### src/rtl/wm8978_i2s_rx_pkg.sv
// Shared definitions for the WM8978 I2S ADC receiver.
//   i2s_rx_state_t : receiver FSM states
//   CH_LEFT/RIGHT  : lrck level that identifies each channel slot
//   BCLK_DIV_MIN   : minimum clk_120m cycles per codec bit clock period
package wm8978_pkg;

  typedef enum logic [1:0] {
    IDLE  = 2'd0,
    SHIFT = 2'd1,
    HOLD  = 2'd2
  } i2s_rx_state_t;

  localparam logic CH_LEFT  = 1'b0;
  localparam logic CH_RIGHT = 1'b1;

  localparam int BCLK_DIV_MIN = 8;

endpackage

### src/rtl/wm8978_i2s_rx_if.sv
// Bundle of codec pins and receiver results.
//   i2s_bclk/i2s_lrck/i2s_adcdat : codec serial pins (into the receiver)
//   left_data/right_data         : last complete sample pair
//   sample_valid                 : 1-cycle pulse, pair updated
//   frame_err                    : 1-cycle pulse, short slot seen
// master = receiver side, slave = codec pins driver / sample consumer.
interface wm8978_i2s_rx_if #(
  parameter int DATA_W = 16
);
  logic              i2s_bclk;
  logic              i2s_lrck;
  logic              i2s_adcdat;
  logic [DATA_W-1:0] left_data;
  logic [DATA_W-1:0] right_data;
  logic              sample_valid;
  logic              frame_err;

  modport master (
    input  i2s_bclk, i2s_lrck, i2s_adcdat,
    output left_data, right_data, sample_valid, frame_err
  );

  modport slave (
    output i2s_bclk, i2s_lrck, i2s_adcdat,
    input  left_data, right_data, sample_valid, frame_err
  );
endinterface

### src/rtl/wm8978_i2s_rx_sync_edge.sv
// Synchronizes the asynchronous codec pins into clk_120m and detects the
// bit clock rising edge.
//   clk_120m, s_rst                : system clock, sync active-high reset
//   i2s_bclk, i2s_lrck, i2s_adcdat : raw codec pins
//   bclk_rise                      : 1-cycle pulse per bclk rising edge
//   lrck_s, dat_s                  : lrck/data aligned with bclk_rise
module i2s_sync_edge #(
  parameter int SYNC_STAGES = 2
) (
  input  logic clk_120m,
  input  logic s_rst,
  input  logic i2s_bclk,
  input  logic i2s_lrck,
  input  logic i2s_adcdat,
  output logic bclk_rise,
  output logic lrck_s,
  output logic dat_s
);

  logic [SYNC_STAGES-1:0] bclk_sync;
  logic [SYNC_STAGES-1:0] lrck_sync;
  logic [SYNC_STAGES-1:0] dat_sync;
  logic                   bclk_prev;

  always_ff @(posedge clk_120m) begin
    if (s_rst) begin
      bclk_sync <= '0;
      lrck_sync <= '0;
      dat_sync  <= '0;
      bclk_prev <= 1'b0;
      bclk_rise <= 1'b0;
      lrck_s    <= 1'b0;
      dat_s     <= 1'b0;
    end else begin
      // synchronizer chains
      bclk_sync <= {bclk_sync[SYNC_STAGES-2:0], i2s_bclk};
      lrck_sync <= {lrck_sync[SYNC_STAGES-2:0], i2s_lrck};
      dat_sync  <= {dat_sync[SYNC_STAGES-2:0], i2s_adcdat};
      // edge-detect stage: lrck/dat registered alongside so all three line up
      bclk_prev <= bclk_sync[SYNC_STAGES-1];
      bclk_rise <= bclk_sync[SYNC_STAGES-1] & ~bclk_prev;
      lrck_s    <= lrck_sync[SYNC_STAGES-1];
      dat_s     <= dat_sync[SYNC_STAGES-1];
    end
  end

endmodule

### src/rtl/wm8978_i2s_rx.sv
// WM8978 ADC receiver, I2S Philips format, codec is clock master.
//   clk_120m, s_rst : system clock, synchronous active-high reset
//   bus (master)    : codec pins in; left_data/right_data, sample_valid,
//                     frame_err out
// Pairs are always left-then-right; a right slot is only captured when a
// complete left sample is held, so outputs never mix samples of two frames.
module wm8978_i2s_rx
  import wm8978_pkg::*;
#(
  parameter int DATA_W      = 16,
  parameter int SYNC_STAGES = 2
) (
  input  logic            clk_120m,
  input  logic            s_rst,
  wm8978_i2s_rx_if.master bus
);

  localparam int CNT_W = $clog2(DATA_W + 1);

  logic bclk_rise;
  logic lrck_s;
  logic dat_s;

  i2s_sync_edge #(.SYNC_STAGES(SYNC_STAGES)) u_sync (
    .clk_120m   (clk_120m),
    .s_rst      (s_rst),
    .i2s_bclk   (bus.i2s_bclk),
    .i2s_lrck   (bus.i2s_lrck),
    .i2s_adcdat (bus.i2s_adcdat),
    .bclk_rise  (bclk_rise),
    .lrck_s     (lrck_s),
    .dat_s      (dat_s)
  );

  i2s_rx_state_t     state_q, state_d;
  logic [CNT_W-1:0]  cnt_q, cnt_d, cnt_inc;
  logic              ch_q, ch_d;
  logic              lrck_prev_q, lrck_prev_d;
  logic              lhv_q, lhv_d;
  logic [DATA_W-1:0] sh_q, sh_d, sh_next;
  logic [DATA_W-1:0] lh_q, lh_d;
  logic [DATA_W-1:0] ld_q, ld_d;
  logic [DATA_W-1:0] rd_q, rd_d;
  logic              sv_q, sv_d;
  logic              fe_q, fe_d;
  logic              slot_start;

  assign slot_start = bclk_rise && (lrck_s != lrck_prev_q);
  assign cnt_inc    = cnt_q + 1'b1;
  assign sh_next    = {sh_q[DATA_W-2:0], dat_s};

  always_comb begin
    state_d     = state_q;
    cnt_d       = cnt_q;
    ch_d        = ch_q;
    lrck_prev_d = lrck_prev_q;
    lhv_d       = lhv_q;
    sh_d        = sh_q;
    lh_d        = lh_q;
    ld_d        = ld_q;
    rd_d        = rd_q;
    sv_d        = 1'b0;
    fe_d        = 1'b0;
    if (bclk_rise) begin
      lrck_prev_d = lrck_s;
      unique case (state_q)
        IDLE: begin
          if (slot_start && lrck_s == CH_LEFT) begin
            state_d = SHIFT;
            cnt_d   = '0;
            ch_d    = CH_LEFT;
          end
        end
        SHIFT: begin
          if (slot_start) begin
            // short slot: drop the pair, then treat this edge as IDLE would
            fe_d  = 1'b1;
            lhv_d = 1'b0;
            cnt_d = '0;
            ch_d  = CH_LEFT;
            state_d = (lrck_s == CH_LEFT) ? SHIFT : IDLE;
          end else begin
            sh_d  = sh_next;
            cnt_d = cnt_inc;
            if (cnt_inc == CNT_W'(DATA_W)) begin
              state_d = HOLD;
              if (ch_q == CH_LEFT) begin
                lh_d  = sh_next;
                lhv_d = 1'b1;
              end else begin
                ld_d  = lh_q;
                rd_d  = sh_next;
                sv_d  = 1'b1;
                lhv_d = 1'b0;
              end
            end
          end
        end
        HOLD: begin
          if (slot_start) begin
            cnt_d = '0;
            if (lrck_s == CH_RIGHT && lhv_q) begin
              state_d = SHIFT;
              ch_d    = CH_RIGHT;
            end else if (lrck_s == CH_LEFT) begin
              state_d = SHIFT;
              ch_d    = CH_LEFT;
            end else begin
              state_d = IDLE;
            end
          end
        end
        default: state_d = IDLE;
      endcase
    end
  end

  always_ff @(posedge clk_120m) begin
    if (s_rst) begin
      state_q     <= IDLE;
      cnt_q       <= '0;
      ch_q        <= CH_LEFT;
      lrck_prev_q <= 1'b0;
      lhv_q       <= 1'b0;
      sh_q        <= '0;
      lh_q        <= '0;
      ld_q        <= '0;
      rd_q        <= '0;
      sv_q        <= 1'b0;
      fe_q        <= 1'b0;
    end else begin
      state_q     <= state_d;
      cnt_q       <= cnt_d;
      ch_q        <= ch_d;
      lrck_prev_q <= lrck_prev_d;
      lhv_q       <= lhv_d;
      sh_q        <= sh_d;
      lh_q        <= lh_d;
      ld_q        <= ld_d;
      rd_q        <= rd_d;
      sv_q        <= sv_d;
      fe_q        <= fe_d;
    end
  end

  assign bus.left_data    = ld_q;
  assign bus.right_data   = rd_q;
  assign bus.sample_valid = sv_q;
  assign bus.frame_err    = fe_q;

endmodule

### src/flat_wrapper.sv
// flat-port wrapper written by rule: the top's interface ports become plain ports
module wm8978_i2s_rx_flat import wm8978_pkg::*;
#(
  parameter int DATA_W      = 16,
  parameter int SYNC_STAGES = 2
)
  (clk_120m, s_rst, bus_i2s_bclk, bus_i2s_lrck, bus_i2s_adcdat, bus_left_data, bus_right_data, bus_sample_valid, bus_frame_err);
  wm8978_i2s_rx_if #(.DATA_W(DATA_W)) bus_i ();
  input  logic clk_120m;
  input  logic s_rst;
  input wire logic [$bits(bus_i.i2s_bclk)-1:0] bus_i2s_bclk;
  input wire logic [$bits(bus_i.i2s_lrck)-1:0] bus_i2s_lrck;
  input wire logic [$bits(bus_i.i2s_adcdat)-1:0] bus_i2s_adcdat;
  output wire logic [$bits(bus_i.left_data)-1:0] bus_left_data;
  output wire logic [$bits(bus_i.right_data)-1:0] bus_right_data;
  output wire logic [$bits(bus_i.sample_valid)-1:0] bus_sample_valid;
  output wire logic [$bits(bus_i.frame_err)-1:0] bus_frame_err;
  assign bus_i.i2s_bclk = bus_i2s_bclk;
  assign bus_i.i2s_lrck = bus_i2s_lrck;
  assign bus_i.i2s_adcdat = bus_i2s_adcdat;
  assign bus_left_data = bus_i.left_data;
  assign bus_right_data = bus_i.right_data;
  assign bus_sample_valid = bus_i.sample_valid;
  assign bus_frame_err = bus_i.frame_err;
  wm8978_i2s_rx #(.DATA_W(DATA_W), .SYNC_STAGES(SYNC_STAGES)) u_core (.clk_120m(clk_120m), .s_rst(s_rst), .bus(bus_i));
endmodule
### config.mk
export PLATFORM = sky130hd
export DESIGN_NAME = wm8978_i2s_rx_flat
export DESIGN_NICKNAME = d
export VERILOG_FILES = /design/src/rtl/wm8978_i2s_rx_pkg.sv /design/src/rtl/wm8978_i2s_rx_if.sv /design/src/rtl/wm8978_i2s_rx_sync_edge.sv /design/src/rtl/wm8978_i2s_rx.sv /design/src/flat_wrapper.sv
export SDC_FILE = /design/constraint.sdc
export NUM_CORES = 1
export LEC_CHECK = 0
export ABC_AREA = 1
export BUFFER_PORTS_ARGS = -buffer_cell sky130_fd_sc_hd__buf_2
export CAP_MARGIN = 20
export CORE_ASPECT_RATIO = 1.25
export CORE_UTILIZATION = 50
export DETAILED_ROUTE_END_ITERATION = 12
export PLACE_DENSITY = 0.67
export SETUP_SLACK_MARGIN = 0.4
export SYNTH_ARGS = -nofsm -noshare
export SYNTH_HDL_FRONTEND = slang
export SYNTH_SLANG_ARGS = --single-unit
### constraint.sdc
create_clock -name clk_120m -period 3.5 [get_ports clk_120m]
set_input_delay 0.35 -clock clk_120m [delete_from_list [all_inputs] [get_ports clk_120m]]
set_output_delay 0.35 -clock clk_120m [all_outputs]
set_load 0.1 [all_outputs]
==> flow_summary.html, run 1 <==
<table>
<tr><th>Metric</th><th>Value</th></tr>
<tr><th colspan="2">Run status</th></tr>
<tr><td>Result of the run</td><td>finished clean</td></tr>
<tr><th colspan="2">Clocking</th></tr>
<tr><td>Deepest clock path buffer count</td><td>2</td></tr>
<tr><td>CTS root buf</td><td>clkbuf_8</td></tr>
<tr><td>Clock edge transition at the registers on the reported setup and hold paths</td><td>80 ps</td></tr>
<tr><td>Total clock buffers created by CTS</td><td>9</td></tr>
<tr><td>Clock Sinks</td><td>85</td></tr>
<tr><td>Clock tree from TritonCTS</td><td>done</td></tr>
<tr><td>Cts repair resizes</td><td>0</td></tr>
<tr><td>Maximum level of the CTS H-tree</td><td>3</td></tr>
<tr><td># hold bufs at CTS</td><td>0</td></tr>
<tr><td>Clock latency reported for the late side of the worst-skew pair</td><td>340 ps</td></tr>
<tr><td>Number of post-CTS setup repair buffers</td><td>0</td></tr>
<tr><th colspan="2">Logic synthesis</th></tr>
<tr><td>Leading post-synthesis cells by cell area</td><td>dfxtp_1 (52%), nor2_1 (12%), nand2_1 (11%), inv_1 (5.1%), nand3_1 (3.3%)</td></tr>
<tr><td>Yosys top cell area share</td><td>51.7%</td></tr>
<tr><td>Area leader, netlist</td><td>dfxtp_1</td></tr>
<tr><td>Post-Synthesis Cells</td><td>438</td></tr>
<tr><td>Syn Std Cell Area</td><td>3290 um2</td></tr>
<tr><td>FF+latch count, synth</td><td>85</td></tr>
<tr><td>Sequential element share of the synthesized area</td><td>51.7%</td></tr>
<tr><td>Async set-reset flop share out of synthesis</td><td>0%</td></tr>
<tr><td>Net count after synthesis</td><td>444</td></tr>
<tr><td>Commonest cells post-synth</td><td>nor2_1 (102), nand2_1 (93), dfxtp_1 (85), inv_1 (45)</td></tr>
<tr><td>Prevailing post-synth register cell</td><td>dfxtp_1</td></tr>
<tr><td>Syn Area/Cell</td><td>7.51 um2</td></tr>
<tr><td>Synthesis Warnings</td><td>0</td></tr>
<tr><td>Top-count cell post-synth</td><td>nor2_1</td></tr>
<tr><td>Count of flip-flops with a built-in enable after synthesis</td><td>0</td></tr>
<tr><td>Number of unique standard cell types used by synthesis</td><td>28</td></tr>
<tr><th colspan="2">Floorplan</th></tr>
<tr><td>Ports placed on the boundary</td><td>39</td></tr>
<tr><td>Die X</td><td>74.5 um</td></tr>
<tr><td>Floorplan row count</td><td>32</td></tr>
<tr><td>Die area</td><td>6910 um2</td></tr>
<tr><td>Core region area</td><td>6250 um2</td></tr>
<tr><td>Initial cell density of the core</td><td>52.7%</td></tr>
<tr><td>Die Y</td><td>92.7 um</td></tr>
<tr><th colspan="2">Worst setup path</th></tr>
<tr><td>Max Fanout on Critical Path</td><td>33</td></tr>
<tr><td>Worst-case register-to-register setup slack</td><td>1360 ps</td></tr>
<tr><td>Critical path endpoint category</td><td>flip-flop</td></tr>
<tr><td>Critical path required time</td><td>3730 ps</td></tr>
<tr><td>Critical Setup Path Class</td><td>flip-flop to flip-flop</td></tr>
<tr><td>Data arrival, critical path</td><td>2370 ps</td></tr>
<tr><td>Startpoint kind of the worst setup timing path</td><td>flip-flop</td></tr>
<tr><th colspan="2">Place</th></tr>
<tr><td>Detailed-placement wirelength estimate</td><td>3620 um</td></tr>
<tr><td>Number of I/O port buffers</td><td>38</td></tr>
<tr><td>Placed Cells incl. Taps</td><td>543</td></tr>
<tr><td>Final weighted congestion in routability-driven placement</td><td>0.851</td></tr>
<tr><td>Worst setup slack before clock tree synthesis</td><td>1390 ps</td></tr>
<tr><td>DP Area</td><td>3500 um2</td></tr>
<tr><th colspan="2">Timing</th></tr>
<tr><td>Clock skew</td><td>11.8 ps</td></tr>
<tr><td>Number of max-slew violations in the final report</td><td>0</td></tr>
<tr><td>Actual transition at the worst max-transition pin</td><td>637 ps</td></tr>
<tr><td>Maximum clock frequency</td><td>0.468 GHz</td></tr>
<tr><td>Final Worst Setup Slack</td><td>1360 ps</td></tr>
<tr><td>Worst rel slew slack</td><td>57.5%</td></tr>
<tr><td>Setup repair after global routing missed its margin</td><td>no</td></tr>
<tr><td>Final setup violation count</td><td>0</td></tr>
<tr><td>Tightest hold margin</td><td>203 ps</td></tr>
<tr><td>Final total negative setup slack</td><td>0 ps</td></tr>
<tr><td>Fin crit share</td><td>61.0%</td></tr>
<tr><td>Final worst path period need</td><td>2140 ps</td></tr>
<tr><td>Final Hold Violating Endpoints</td><td>0</td></tr>
<tr><th colspan="2">Pwr</th></tr>
<tr><td>Switching Power</td><td>0.349 mW</td></tr>
<tr><td>Total power divided by cell area</td><td>453 nW/um2</td></tr>
<tr><td>Switching power share of the total</td><td>20.9%</td></tr>
<tr><td>VDD IR max</td><td>0.000253 V</td></tr>
<tr><td>Internal power summed over all cells</td><td>1.32 mW</td></tr>
<tr><td>Proportion of power drawn by the clock network</td><td>39.7%</td></tr>
<tr><td>Part of the power in registers</td><td>58.3%</td></tr>
<tr><td>Comb pwr share</td><td>2.1%</td></tr>
<tr><td>Standby leakage power</td><td>1.83 nW</td></tr>
<tr><th colspan="2">Finish</th></tr>
<tr><td>Total inserted antenna cells</td><td>0</td></tr>
<tr><td>Number of nets in the final layout</td><td>475</td></tr>
<tr><td>Share of layout cells above drive strength 1</td><td>14.4%</td></tr>
<tr><td>Number of non-filler instances in the completed layout</td><td>557</td></tr>
<tr><td>Finished Cell Area</td><td>3680 um2</td></tr>
<tr><td>Synth-to-layout area growth</td><td>12.0%</td></tr>
<tr><th colspan="2">Route</th></tr>
<tr><td>Detailed-route wire length</td><td>5550 um</td></tr>
<tr><td>Antenna-violating nets left</td><td>0</td></tr>
<tr><td>Count of unresolved DRC violations after routing</td><td>0</td></tr>
<tr><td>Drt via density</td><td>4.63</td></tr>
<tr><td>Iteration count of the initial detailed-routing pass</td><td>4</td></tr>
<tr><td>Routed wire length per instance</td><td>9.97 um</td></tr>
<tr><td>Violation count after the first detailed-route iteration</td><td>136</td></tr>
<tr><td>Count of vias placed by the detailed router</td><td>2581</td></tr>
<tr><th colspan="2">GRT</th></tr>
<tr><td>Number of global-route vias before repair</td><td>2220</td></tr>
<tr><td>Total overflow reported by the global router</td><td>0</td></tr>
<tr><td>Maximum number of pins on one net before global-route repair</td><td>42</td></tr>
<tr><td>Number of antenna violations at the first check in global routing</td><td>0</td></tr>
<tr><td>Global-route wire length before repair</td><td>9690 um</td></tr>
<tr><td>Tot GR Track Use</td><td>18.2%</td></tr>
<tr><th colspan="2">Job</th></tr>
<tr><td>Number of violations of the max-capacitance limit</td><td>0</td></tr>
<tr><th colspan="2">Hold path</th></tr>
<tr><td>Classification of the worst-slack hold path</td><td>input pin to flip-flop</td></tr>
</table>
==> cells in the final DEF, fill, tap and decap left out, types with 10 or more instances in the layout <==
| cell type | netlist | routed |
|---|---|---|
| nor2_1 | 102 | 102 |
| nand2_1 | 93 | 93 |
| dfxtp_1 | 85 | 85 |
| inv_1 | 45 | 45 |
| buf_2 | 8 | 38 |
| nand3_1 | 22 | 22 |
| o21ai_1 | 22 | 22 |
| a21oi_1 | 10 | 10 |
| o21ai_0 | 10 | 10 |
| clkbuf_8 | 0 | 10 |
==> final cells by class <==
cell class / count / area (um2)
fill: 630 / 2560
sequential: 85 / 1700
multi-input combinational: 283 / 1290
timing repair buffer: 40 / 205
inverter: 50 / 193
clock buffer: 10 / 138
tap: 85 / 106
clock inverter: 4 / 50.0
==> power groups by stage <==
stage	Clock (mW)	Sequential (mW)	Combinational, mW
2_1_floorplan	0	0.996	0.0272
3_3_place_gp	0	0.996	0.0347
3_5_place_dp	0	0.996	0.0350
4_1_cts	0.686	0.974	0.0351
5_1_grt	0.729	0.974	0.0399
6_report	0.663	0.973	0.0342
==> critical path, cell delays in order, from the launching register on <==
cell and delay [ps]:
dfxtp_1 340, ha_1 250, nand3_1 100, nand2_1 50, nand2_1 90, inv_2 60
nor2_4 190, nand3_2 530, nor2_1 340, nor2_1 70
==> routing by layer <==
layer,vias to the layer above,track usage [%],part of all wire [%]
met3,5,5.88,3.7
met1,1120,22.1,50
met5,-,0,0
li1,1417,-,-
met4,0,5.66,0.83
met2,39,30.0,46
==> flip-flops by register name, summed over array words and instances, names as in the netlist <==
name                     cells
u_core.bus.left_data        16
u_core.bus.right_data       16
u_core.lh_q                 16
u_core.sh_q                 15
u_core.cnt_q                 5
u_core.state_q               2
u_core.u_sync.bclk_sync      2
u_core.u_sync.dat_sync       2
u_core.u_sync.lrck_sync      2
u_core.bus.frame_err         1
u_core.bus.sample_valid      1
u_core.ch_q                  1
u_core.lhv_q                 1
u_core.lrck_prev_q           1
u_core.u_sync.bclk_prev      1
u_core.u_sync.bclk_rise      1
u_core.u_sync.dat_s          1
u_core.u_sync.lrck_s         1
==> per-stage QoR <==
step | utilization (%) | power, mW
floorplan | - | 1.02
global placement | 56.0 | 1.03
detailed placement | 56.0 | 1.03
CTS | 59.0 | 1.69
global route | 59.0 | 1.74
finish | 59.0 | 1.67
==> kinds of logic (layout without fill, tap and decap cells) <==
| kind of cell | Yosys count | after routing | synth area share [%] |
|---|---|---|---|
| adders and majority gates | 1 | 1 | 0.380 |
| xor gates and xnor gates | 1 | 1 | 0.495 |
| AOI/OAI and AO/OA | 51 | 51 | 8.44 |
| and+or+nand+nor | 230 | 230 | 29.9 |
| DFF | 85 | 85 | 51.7 |
| buffers and inverters | 70 | 104 | 9.01 |
==> worst paths after layout <==
kind                            from                          to  cells past startpoint
min reg2reg  u_core.u_sync.bclk_prev     u_core.u_sync.bclk_rise                      1
max                  u_core.cnt_q[0]              u_core.lh_q[0]                      9
max reg2reg          u_core.cnt_q[0]              u_core.lh_q[0]                      9
min                     bus_i2s_lrck  u_core.u_sync.lrck_sync[0]                      3
No activity file was read; power rests on OpenSTA's default activity.
==> inputs of run 2 (changes only) <==
==> constraint.sdc (replaced) <==
create_clock -name clk_120m -period 2 [get_ports clk_120m]
set_input_delay 0.2 -clock clk_120m [delete_from_list [all_inputs] [get_ports clk_120m]]
set_output_delay 0.2 -clock clk_120m [all_outputs]
set_load 0.1 [all_outputs]
==> flow_summary.html, run 2 (synthesis results as in run 1) <==
<table>
<tr><th>Metric</th><th>Value</th></tr>
<tr><th colspan="2">Run status</th></tr>
<tr><td>Result of the run</td><td>finished clean</td></tr>
<tr><th colspan="2">Finish</th></tr>
<tr><td>Number of nets in the final layout</td><td>496 (+4.4%)</td></tr>
<tr><td>Total inserted antenna cells</td><td>0 (unchanged)</td></tr>
<tr><td>Synth-to-layout area growth</td><td>23.1%</td></tr>
<tr><td>Most frequent cells in the layout</td><td>nor2_1 (101), nand2_1 (89), dfxtp_1 (79), inv_1 (44), buf_2 (38)</td></tr>
<tr><td>Share of layout cells above drive strength 1</td><td>22.0% (+7.6 points)</td></tr>
<tr><td>Commonest non-fill, non-tap cell in the layout</td><td>nor2_1</td></tr>
<tr><th colspan="2">Clocking</th></tr>
<tr><td>Total clock buffers created by CTS</td><td>9 (unchanged)</td></tr>
<tr><td>Clock Sinks</td><td>85 (unchanged)</td></tr>
<tr><td>CTS root buf</td><td>clkbuf_8</td></tr>
<tr><td>Deepest clock path buffer count</td><td>2 (unchanged)</td></tr>
<tr><td>Maximum level of the CTS H-tree</td><td>3 (unchanged)</td></tr>
<tr><td>Clock latency reported for the late side of the worst-skew pair</td><td>360 ps (+20 ps)</td></tr>
<tr><td># hold bufs at CTS</td><td>0 (unchanged)</td></tr>
<tr><td>Clock edge transition at the registers on the reported setup and hold paths</td><td>90 ps (about the same)</td></tr>
<tr><td>Clock tree from TritonCTS</td><td>done</td></tr>
<tr><th colspan="2">GRT</th></tr>
<tr><td>Total overflow reported by the global router</td><td>0 (unchanged)</td></tr>
<tr><td>Tot GR Track Use</td><td>21.5% (+3.3 points)</td></tr>
<tr><td>Number of global-route vias before repair</td><td>2457 (+11%)</td></tr>
<tr><td>Maximum number of pins on one net before global-route repair</td><td>57 (+36%)</td></tr>
<tr><td>Global-route wire length before repair</td><td>11300 um (+16%)</td></tr>
<tr><td>Number of antenna violations at the first check in global routing</td><td>0 (unchanged)</td></tr>
<tr><th colspan="2">Worst setup path</th></tr>
<tr><td>Data arrival, critical path</td><td>1890 ps (-480 ps)</td></tr>
<tr><td>Startpoint kind of the worst setup timing path</td><td>flip-flop</td></tr>
<tr><td>Slowest cell on crit path</td><td>dfxtp_2</td></tr>
<tr><td>Critical Setup Path Class</td><td>flip-flop to flip-flop</td></tr>
<tr><td>Destination of the critical timing path</td><td>u_core.lh_q[14]</td></tr>
<tr><td>End of the worst register-to-register path</td><td>u_core.lh_q[14]</td></tr>
<tr><td>Top cell by count, worst path</td><td>nor2_1</td></tr>
<tr><td>Crit-path max cell delay</td><td>370 ps (-160 ps)</td></tr>
<tr><td>Worst path cell trace</td><td>ha_4 &gt; nand4_1 &gt; nand2_2 &gt; inv_2 &gt; nor2_4 &gt; nand3_4 &gt; buf_12 &gt; nor2_1 &gt; nor2_1</td></tr>
<tr><td>Max Fanout on Critical Path</td><td>16 (-52%)</td></tr>
<tr><td>Critical path endpoint category</td><td>flip-flop</td></tr>
<tr><td>R2R Path Start</td><td>u_core.cnt_q[0]</td></tr>
<tr><td>Crit. Startpoint</td><td>u_core.cnt_q[0]</td></tr>
<tr><td>Critical path required time</td><td>2250 ps (-1480 ps)</td></tr>
<tr><td>Worst-case register-to-register setup slack</td><td>360 ps (-1010 ps)</td></tr>
<tr><td>Path depth of the worst reg2reg path</td><td>9 (unchanged)</td></tr>
<tr><th colspan="2">Route</th></tr>
<tr><td>Routed wire length per instance</td><td>12.2 um (+22%)</td></tr>
<tr><td>Iteration count of the initial detailed-routing pass</td><td>4 (unchanged)</td></tr>
<tr><td>Violation count after the first detailed-route iteration</td><td>308 (+130%)</td></tr>
<tr><td>Count of vias placed by the detailed router</td><td>2789 (+8.1%)</td></tr>
<tr><td>Antenna-violating nets left</td><td>0 (unchanged)</td></tr>
<tr><td>Detailed-route wire length</td><td>7050 um (+27%)</td></tr>
<tr><td>Drt via density</td><td>4.81 (+3.8%)</td></tr>
<tr><td>Count of unresolved DRC violations after routing</td><td>0 (unchanged)</td></tr>
<tr><th colspan="2">Timing</th></tr>
<tr><td>Final total negative setup slack</td><td>0 ps (unchanged)</td></tr>
<tr><td>Actual transition at the worst max-transition pin</td><td>501 ps (-136 ps)</td></tr>
<tr><td>Fin crit share</td><td>82.2% (+21 points)</td></tr>
<tr><td>Final setup violation count</td><td>0 (unchanged)</td></tr>
<tr><td>Maximum clock frequency</td><td>0.608 GHz (+30%)</td></tr>
<tr><td>Final Hold Violating Endpoints</td><td>0 (unchanged)</td></tr>
<tr><td>Final worst path period need</td><td>1640 ps (-491 ps)</td></tr>
<tr><td>Clock skew</td><td>11.2 ps (-0.582 ps)</td></tr>
<tr><td>Setup repair after global routing missed its margin</td><td>yes</td></tr>
<tr><td>Number of max-slew violations in the final report</td><td>0 (unchanged)</td></tr>
<tr><td>Worst rel slew slack</td><td>66.9% (+9.4 points)</td></tr>
<tr><th colspan="2">Place</th></tr>
<tr><td>Number of I/O port buffers</td><td>38 (unchanged)</td></tr>
<tr><td>Detailed-placement wirelength estimate</td><td>3830 um (+5.7%)</td></tr>
<tr><td>Final weighted congestion in routability-driven placement</td><td>0.839 (-1.4%)</td></tr>
<tr><th colspan="2">Pwr</th></tr>
<tr><td>Standby leakage power</td><td>1.98 nW (+7.9%)</td></tr>
<tr><td>Total power divided by cell area</td><td>739 nW/um2 (+63%)</td></tr>
<tr><td>Total power</td><td>2.99 mW (+79%)</td></tr>
<tr><td>VDD IR max</td><td>0.000474 V (+87%)</td></tr>
<tr><th colspan="2">Floorplan</th></tr>
<tr><td>Core region area</td><td>6250 um2 (unchanged)</td></tr>
<tr><td>Die area</td><td>6910 um2 (unchanged)</td></tr>
<tr><td>Ports placed on the boundary</td><td>39 (unchanged)</td></tr>
<tr><td>Die X</td><td>74.5 um (unchanged)</td></tr>
<tr><td>Initial cell density of the core</td><td>52.7% (unchanged)</td></tr>
<tr><td>Die Y</td><td>92.7 um (unchanged)</td></tr>
<tr><td>Floorplan row count</td><td>32 (unchanged)</td></tr>
<tr><th colspan="2">Hold path</th></tr>
<tr><td>Classification of the worst-slack hold path</td><td>input pin to flip-flop</td></tr>
<tr><th colspan="2">Job</th></tr>
<tr><td>Number of violations of the max-capacitance limit</td><td>0 (unchanged)</td></tr>
</table>
==> run 2: changes by cell type in the layout (fill, tap and decap cells not counted), sizes merged <==
cell / change
buf: +15
clkinvlp: -1
nor2: +1
inv: +2
clkinv: +2
nand2: +4
==> run 2: power breakdown <==
| group | internal (mW) | total, mW | leakage [nW] | switching, mW |
|---|---|---|---|---|
| Combinational | 0.0218 | 0.0676 | 1.19 | 0.0458 |
| Sequential | 1.70 | 1.70 | 0.689 | 0.00542 |
| Clock | 0.584 | 1.22 | 0.100 | 0.637 |
| Total | 2.30 | 2.99 | 1.98 | 0.688 |
==> run 2: worst min-delay path by stage <==
stage	start	to	slack, ps	cells after the start
6_report	bus_i2s_adcdat	u_core.u_sync.dat_sync[0]	50	3
5_1_grt	bus_i2s_lrck	u_core.u_sync.lrck_sync[0]	30	3
4_1_cts	bus_i2s_bclk	u_core.u_sync.bclk_sync[0]	40	3
3_5_place_dp	u_core.u_sync.bclk_prev	u_core.u_sync.bclk_rise	390	1
3_3_place_gp	u_core.u_sync.bclk_prev	u_core.u_sync.bclk_rise	380	1
2_1_floorplan	bus_i2s_bclk	u_core.u_sync.bclk_sync[0]	310	2
==> run 2: what timing repair did <==
| item | CTS | global route |
|---|---|---|
| pin swaps | 6 | 15 |
| buffers inserted | 8 | 5 |
| endpoints found under the setup margin | 55 | 56 |
| cloned | 3 | 3 |
| resized for setup | 11 | 22 |
==> run 2: per-stage QoR <==
step           utilization [%]  cell area [um2]  instances  worst slack (ps)  hold slack (ps)
3_3_place_gp              56.4             3520        545               285              379
2_1_floorplan                -             3290        438               481              307
3_5_place_dp              56.4             3520        545               248              385
5_1_grt                   64.8             4050        580               278             27.8
6_report                  64.8             4050        580               356             48.5
4_1_cts                   61.8             3860        572               377             37.1
==> run 2: final cells by class <==
class / count / area, um2
Inverter: 50 / 193
Timing Repair Buffer: 56 / 400
Multi-Input combinational cell: 288 / 1440
Clock inverter: 7 / 73.8
Fill cell: 579 / 2200
Sequential cell: 85 / 1710
Clock buffer: 9 / 124
Tap cell: 85 / 106
==> run 2: routing by layer <==
layer	GRT usage [%]	vias up	wire [um]	part of all wire, %
met4	9.59	0	140	2.0
met3	5.33	12	318	4.5
met5	0	-	0	0
li1	-	1462	-	-
met2	34.3	67	3550	50
met1	26.9	1248	3040	43
==> run 2: critical path: cells and delay by family (launching register included) <==
family | cells | cell delay (ps)
buffers and inverters | 2 | 230
AND/OR/NAND/NOR | 6 | 790
flip-flops | 1 | 370
adder cells (fa/ha/maj) | 1 | 160
==> inputs of run 3 (changes only) <==
==> constraint.sdc (replaced) <==
create_clock -name clk_120m -period 1.7 [get_ports clk_120m]
set_input_delay 0.17 -clock clk_120m [delete_from_list [all_inputs] [get_ports clk_120m]]
set_output_delay 0.17 -clock clk_120m [all_outputs]
set_load 0.1 [all_outputs]
==> flow_summary.html, run 3 (synthesis results as in run 1) <==
<table>
<tr><th>Metric</th><th>Value</th></tr>
<tr><th colspan="2">Route</th></tr>
<tr><td>Iteration count of the initial detailed-routing pass</td><td>4 (unchanged)</td></tr>
<tr><td>Count of vias placed by the detailed router</td><td>2887 (+3.5%)</td></tr>
<tr><td>Violation count after the first detailed-route iteration</td><td>195 (-37%)</td></tr>
<tr><td>Routed wire length per instance</td><td>12.9 um (+6.2%)</td></tr>
<tr><td>Detailed-route wire length</td><td>7640 um (+8.4%)</td></tr>
<tr><td>Antenna-violating nets left</td><td>0 (unchanged)</td></tr>
<tr><td>Drt via density</td><td>4.88 (+1.4%)</td></tr>
<tr><td>Count of unresolved DRC violations after routing</td><td>0 (unchanged)</td></tr>
<tr><th colspan="2">Timing</th></tr>
<tr><td>Final setup violation count</td><td>0 (unchanged)</td></tr>
<tr><td>Maximum clock frequency</td><td>0.601 GHz (-1.2%)</td></tr>
<tr><td>Setup repair after global routing missed its margin</td><td>yes</td></tr>
<tr><td>Final worst path period need</td><td>1660 ps (+19.3 ps)</td></tr>
<tr><td>Worst rel slew slack</td><td>67.1% (+0.20 points)</td></tr>
<tr><td>Clock skew</td><td>5.30 ps (-5.92 ps)</td></tr>
<tr><td>Fin crit share</td><td>97.9% (+16 points)</td></tr>
<tr><td>Number of max-slew violations in the final report</td><td>0 (unchanged)</td></tr>
<tr><td>Final Hold Violating Endpoints</td><td>0 (unchanged)</td></tr>
<tr><td>Actual transition at the worst max-transition pin</td><td>498 ps (-3.05 ps)</td></tr>
<tr><th colspan="2">Worst setup path</th></tr>
<tr><td>Max Fanout on Critical Path</td><td>16 (unchanged)</td></tr>
<tr><td>R2R Path Start</td><td>u_core.cnt_q[0]</td></tr>
<tr><td>Critical Setup Path Class</td><td>flip-flop to flip-flop</td></tr>
<tr><td>Critical path required time</td><td>1970 ps (-280 ps)</td></tr>
<tr><td>Startpoint kind of the worst setup timing path</td><td>flip-flop</td></tr>
<tr><td>Path depth of the worst reg2reg path</td><td>11 (+2)</td></tr>
<tr><td>Worst-case register-to-register setup slack</td><td>40 ps (-320 ps)</td></tr>
<tr><td>End of the worst register-to-register path</td><td>u_core.lh_q[10]</td></tr>
<tr><td>Critical path endpoint category</td><td>flip-flop</td></tr>
<tr><td>Data arrival, critical path</td><td>1940 ps (+50 ps)</td></tr>
<tr><th colspan="2">Clocking</th></tr>
<tr><td>Clock latency reported for the late side of the worst-skew pair</td><td>350 ps (about the same)</td></tr>
<tr><td>Clock tree from TritonCTS</td><td>done</td></tr>
<tr><td># hold bufs at CTS</td><td>0 (unchanged)</td></tr>
<tr><td>Total clock buffers created by CTS</td><td>9 (unchanged)</td></tr>
<tr><td>Maximum level of the CTS H-tree</td><td>3 (unchanged)</td></tr>
<tr><td>CTS root buf</td><td>clkbuf_8</td></tr>
<tr><td>Clock edge transition at the registers on the reported setup and hold paths</td><td>80 ps (about the same)</td></tr>
<tr><td>Deepest clock path buffer count</td><td>2 (unchanged)</td></tr>
<tr><td>Clock Sinks</td><td>85 (unchanged)</td></tr>
<tr><th colspan="2">Finish</th></tr>
<tr><td>Share of layout cells above drive strength 1</td><td>30.0% (+8.0 points)</td></tr>
<tr><td>Finished Cell Area</td><td>4500 um2 (+11%)</td></tr>
<tr><td>Total inserted antenna cells</td><td>0 (unchanged)</td></tr>
<tr><td>Most frequent cells in the layout</td><td>nor2_1 (99), dfxtp_1 (78), nand2_1 (65), inv_1 (44)</td></tr>
<tr><td>Number of nets in the final layout</td><td>510 (+2.8%)</td></tr>
<tr><td>Synth-to-layout area growth</td><td>36.8%</td></tr>
<tr><td>Filler Cell Count</td><td>506 (-13%)</td></tr>
<tr><td>Commonest non-fill, non-tap cell in the layout</td><td>nor2_1</td></tr>
<tr><th colspan="2">Floorplan</th></tr>
<tr><td>Floorplan row count</td><td>32 (unchanged)</td></tr>
<tr><td>Core region area</td><td>6250 um2 (unchanged)</td></tr>
<tr><td>Die area</td><td>6910 um2 (unchanged)</td></tr>
<tr><td>Ports placed on the boundary</td><td>39 (unchanged)</td></tr>
<tr><td>Die Y</td><td>92.7 um (unchanged)</td></tr>
<tr><td>Die X</td><td>74.5 um (unchanged)</td></tr>
<tr><td>Initial cell density of the core</td><td>52.7% (unchanged)</td></tr>
<tr><th colspan="2">Pwr</th></tr>
<tr><td>VDD IR max</td><td>0.000766 V (+61%)</td></tr>
<tr><td>Standby leakage power</td><td>2.14 nW (+8.5%)</td></tr>
<tr><td>Total power divided by cell area</td><td>807 nW/um2 (+9.2%)</td></tr>
<tr><td>Total power</td><td>3.63 mW (+21%)</td></tr>
<tr><th colspan="2">Hold path</th></tr>
<tr><td>Worst min-delay path endpoint</td><td>u_core.u_sync.bclk_sync[0]</td></tr>
<tr><td>Hold Path Stages</td><td>3 (unchanged)</td></tr>
<tr><td>Critical hold path startpoint</td><td>bus_i2s_bclk</td></tr>
<tr><td>Classification of the worst-slack hold path</td><td>input pin to flip-flop</td></tr>
<tr><th colspan="2">GRT</th></tr>
<tr><td>Met1 usage</td><td>25.7% (-1.3 points)</td></tr>
<tr><td>Met3 Resource Use GR</td><td>5.22% (-0.11 points)</td></tr>
<tr><td>Tot GR Track Use</td><td>21.0% (-0.46 points)</td></tr>
<tr><td>Met2 layer usage reported by global route</td><td>34.0% (-0.30 points)</td></tr>
<tr><td>Total overflow reported by the global router</td><td>0 (unchanged)</td></tr>
<tr><td>Number of global-route vias before repair</td><td>2455 (-0.081%)</td></tr>
<tr><td>Most utilized layer in the global route result</td><td>met2</td></tr>
<tr><td>Maximum number of pins on one net before global-route repair</td><td>62 (+8.8%)</td></tr>
<tr><td>Global-route wire length before repair</td><td>11000 um (-2.3%)</td></tr>
<tr><td>Number of antenna violations at the first check in global routing</td><td>0 (unchanged)</td></tr>
<tr><th colspan="2">Place</th></tr>
<tr><td>Number of I/O port buffers</td><td>38 (unchanged)</td></tr>
<tr><td>DP Area</td><td>3650 um2 (+3.5%)</td></tr>
<tr><td>Final weighted congestion in routability-driven placement</td><td>0.842 (+0.36%)</td></tr>
<tr><td>Detailed-placement wirelength estimate</td><td>4170 um (+8.8%)</td></tr>
<tr><th colspan="2">Job</th></tr>
<tr><td>Number of violations of the max-capacitance limit</td><td>0 (unchanged)</td></tr>
<tr><th colspan="2">Run status</th></tr>
<tr><td>Result of the run</td><td>finished clean</td></tr>
</table>
run 3: changes by cell type in the layout (fill, tap and decap cells not counted), moves of 3 or more:
cell,change
clkbuf_16,+4
buf_8,+4
o21ai_0,-7
nand2_1,-24
clkbuf_4,+24
nand2_2,+19
buf_2,-32
buf_4,+15
dfxtp_2,-3
dfxtp_4,+4
o21ai_1,+6
run 3: worst max path at each step:
stage	endpoint	slack, ps	from	depth (start not counted)
2_1_floorplan	u_core.bus.left_data[10]	280	u_core.cnt_q[1]	9
3_3_place_gp	u_core.bus.left_data[4]	170	u_core.cnt_q[1]	9
3_5_place_dp	u_core.bus.left_data[11]	110	u_core.cnt_q[1]	10
4_1_cts	u_core.bus.left_data[4]	120	u_core.cnt_q[1]	10
5_1_grt	u_core.lh_q[10]	-70	u_core.cnt_q[0]	11
6_report	u_core.lh_q[10]	40	u_core.cnt_q[0]	11
run 3: what timing repair did:
item / in CTS / in global routing
pin swaps: 6 / 20
gates resized for setup: 29 / 87
cloned: 1 / 7
endpoints found under the setup margin: 71 / 97
buffers inserted: 6 / 12
endpoints found under the hold margin: 0 / 0
run 3: through the flow:
step	TNS (ps)	setup WS (ps)	util, %	std cells	hold WS, ps
floorplan	0	276	-	438	277
global placement	0	165	58.4	552	371
detailed placement	0	107	58.4	552	379
CTS	0	115	64.0	573	5.95
global route	-79.4	-68.0	72.0	592	15.4
finish	0	36.3	72.0	592	23.7
run 3: final cells by class:
class                   count  area [um2]  share of cell area, %
flip-flops and latches     85        1720                   38.3
multi-input cells         284        1520                   33.9
repair buffers             73         716                   15.9
inverters                  50         203                   4.50
clock buffers              10         138                   3.06
well taps                  85         106                   2.36
clock inverters             4        73.8                   1.64
repair inverters            1        16.3                  0.362
run 3: layer usage:
metal | routed length (um) | share of wire [%]
met1 | 3210 | 42
met3 | 255 | 3.3
met2 | 3950 | 52
met4 | 220 | 2.9
met5 | 0 | 0
run 3: where the power goes:
part           switching [mW]  leakage [nW]  internal [mW]  total, mW
Combinational          0.0618          1.35         0.0332     0.0949
Sequential            0.00736         0.691           1.99       2.00
Clock                   0.684         0.108          0.852       1.54
Total                   0.753          2.14           2.88       3.63
run 3: critical path, cell delays in order, from the launching register on:
cell	delay, ps
dfxtp_4	360
ha_4	170
nand3_2	80
nand2_2	60
nand2_2	80
inv_2	50
nor2_4	180
nand3_4	160
clkbuf_16	210
nand2_1	60
nand2_1	40
nor2_1	130
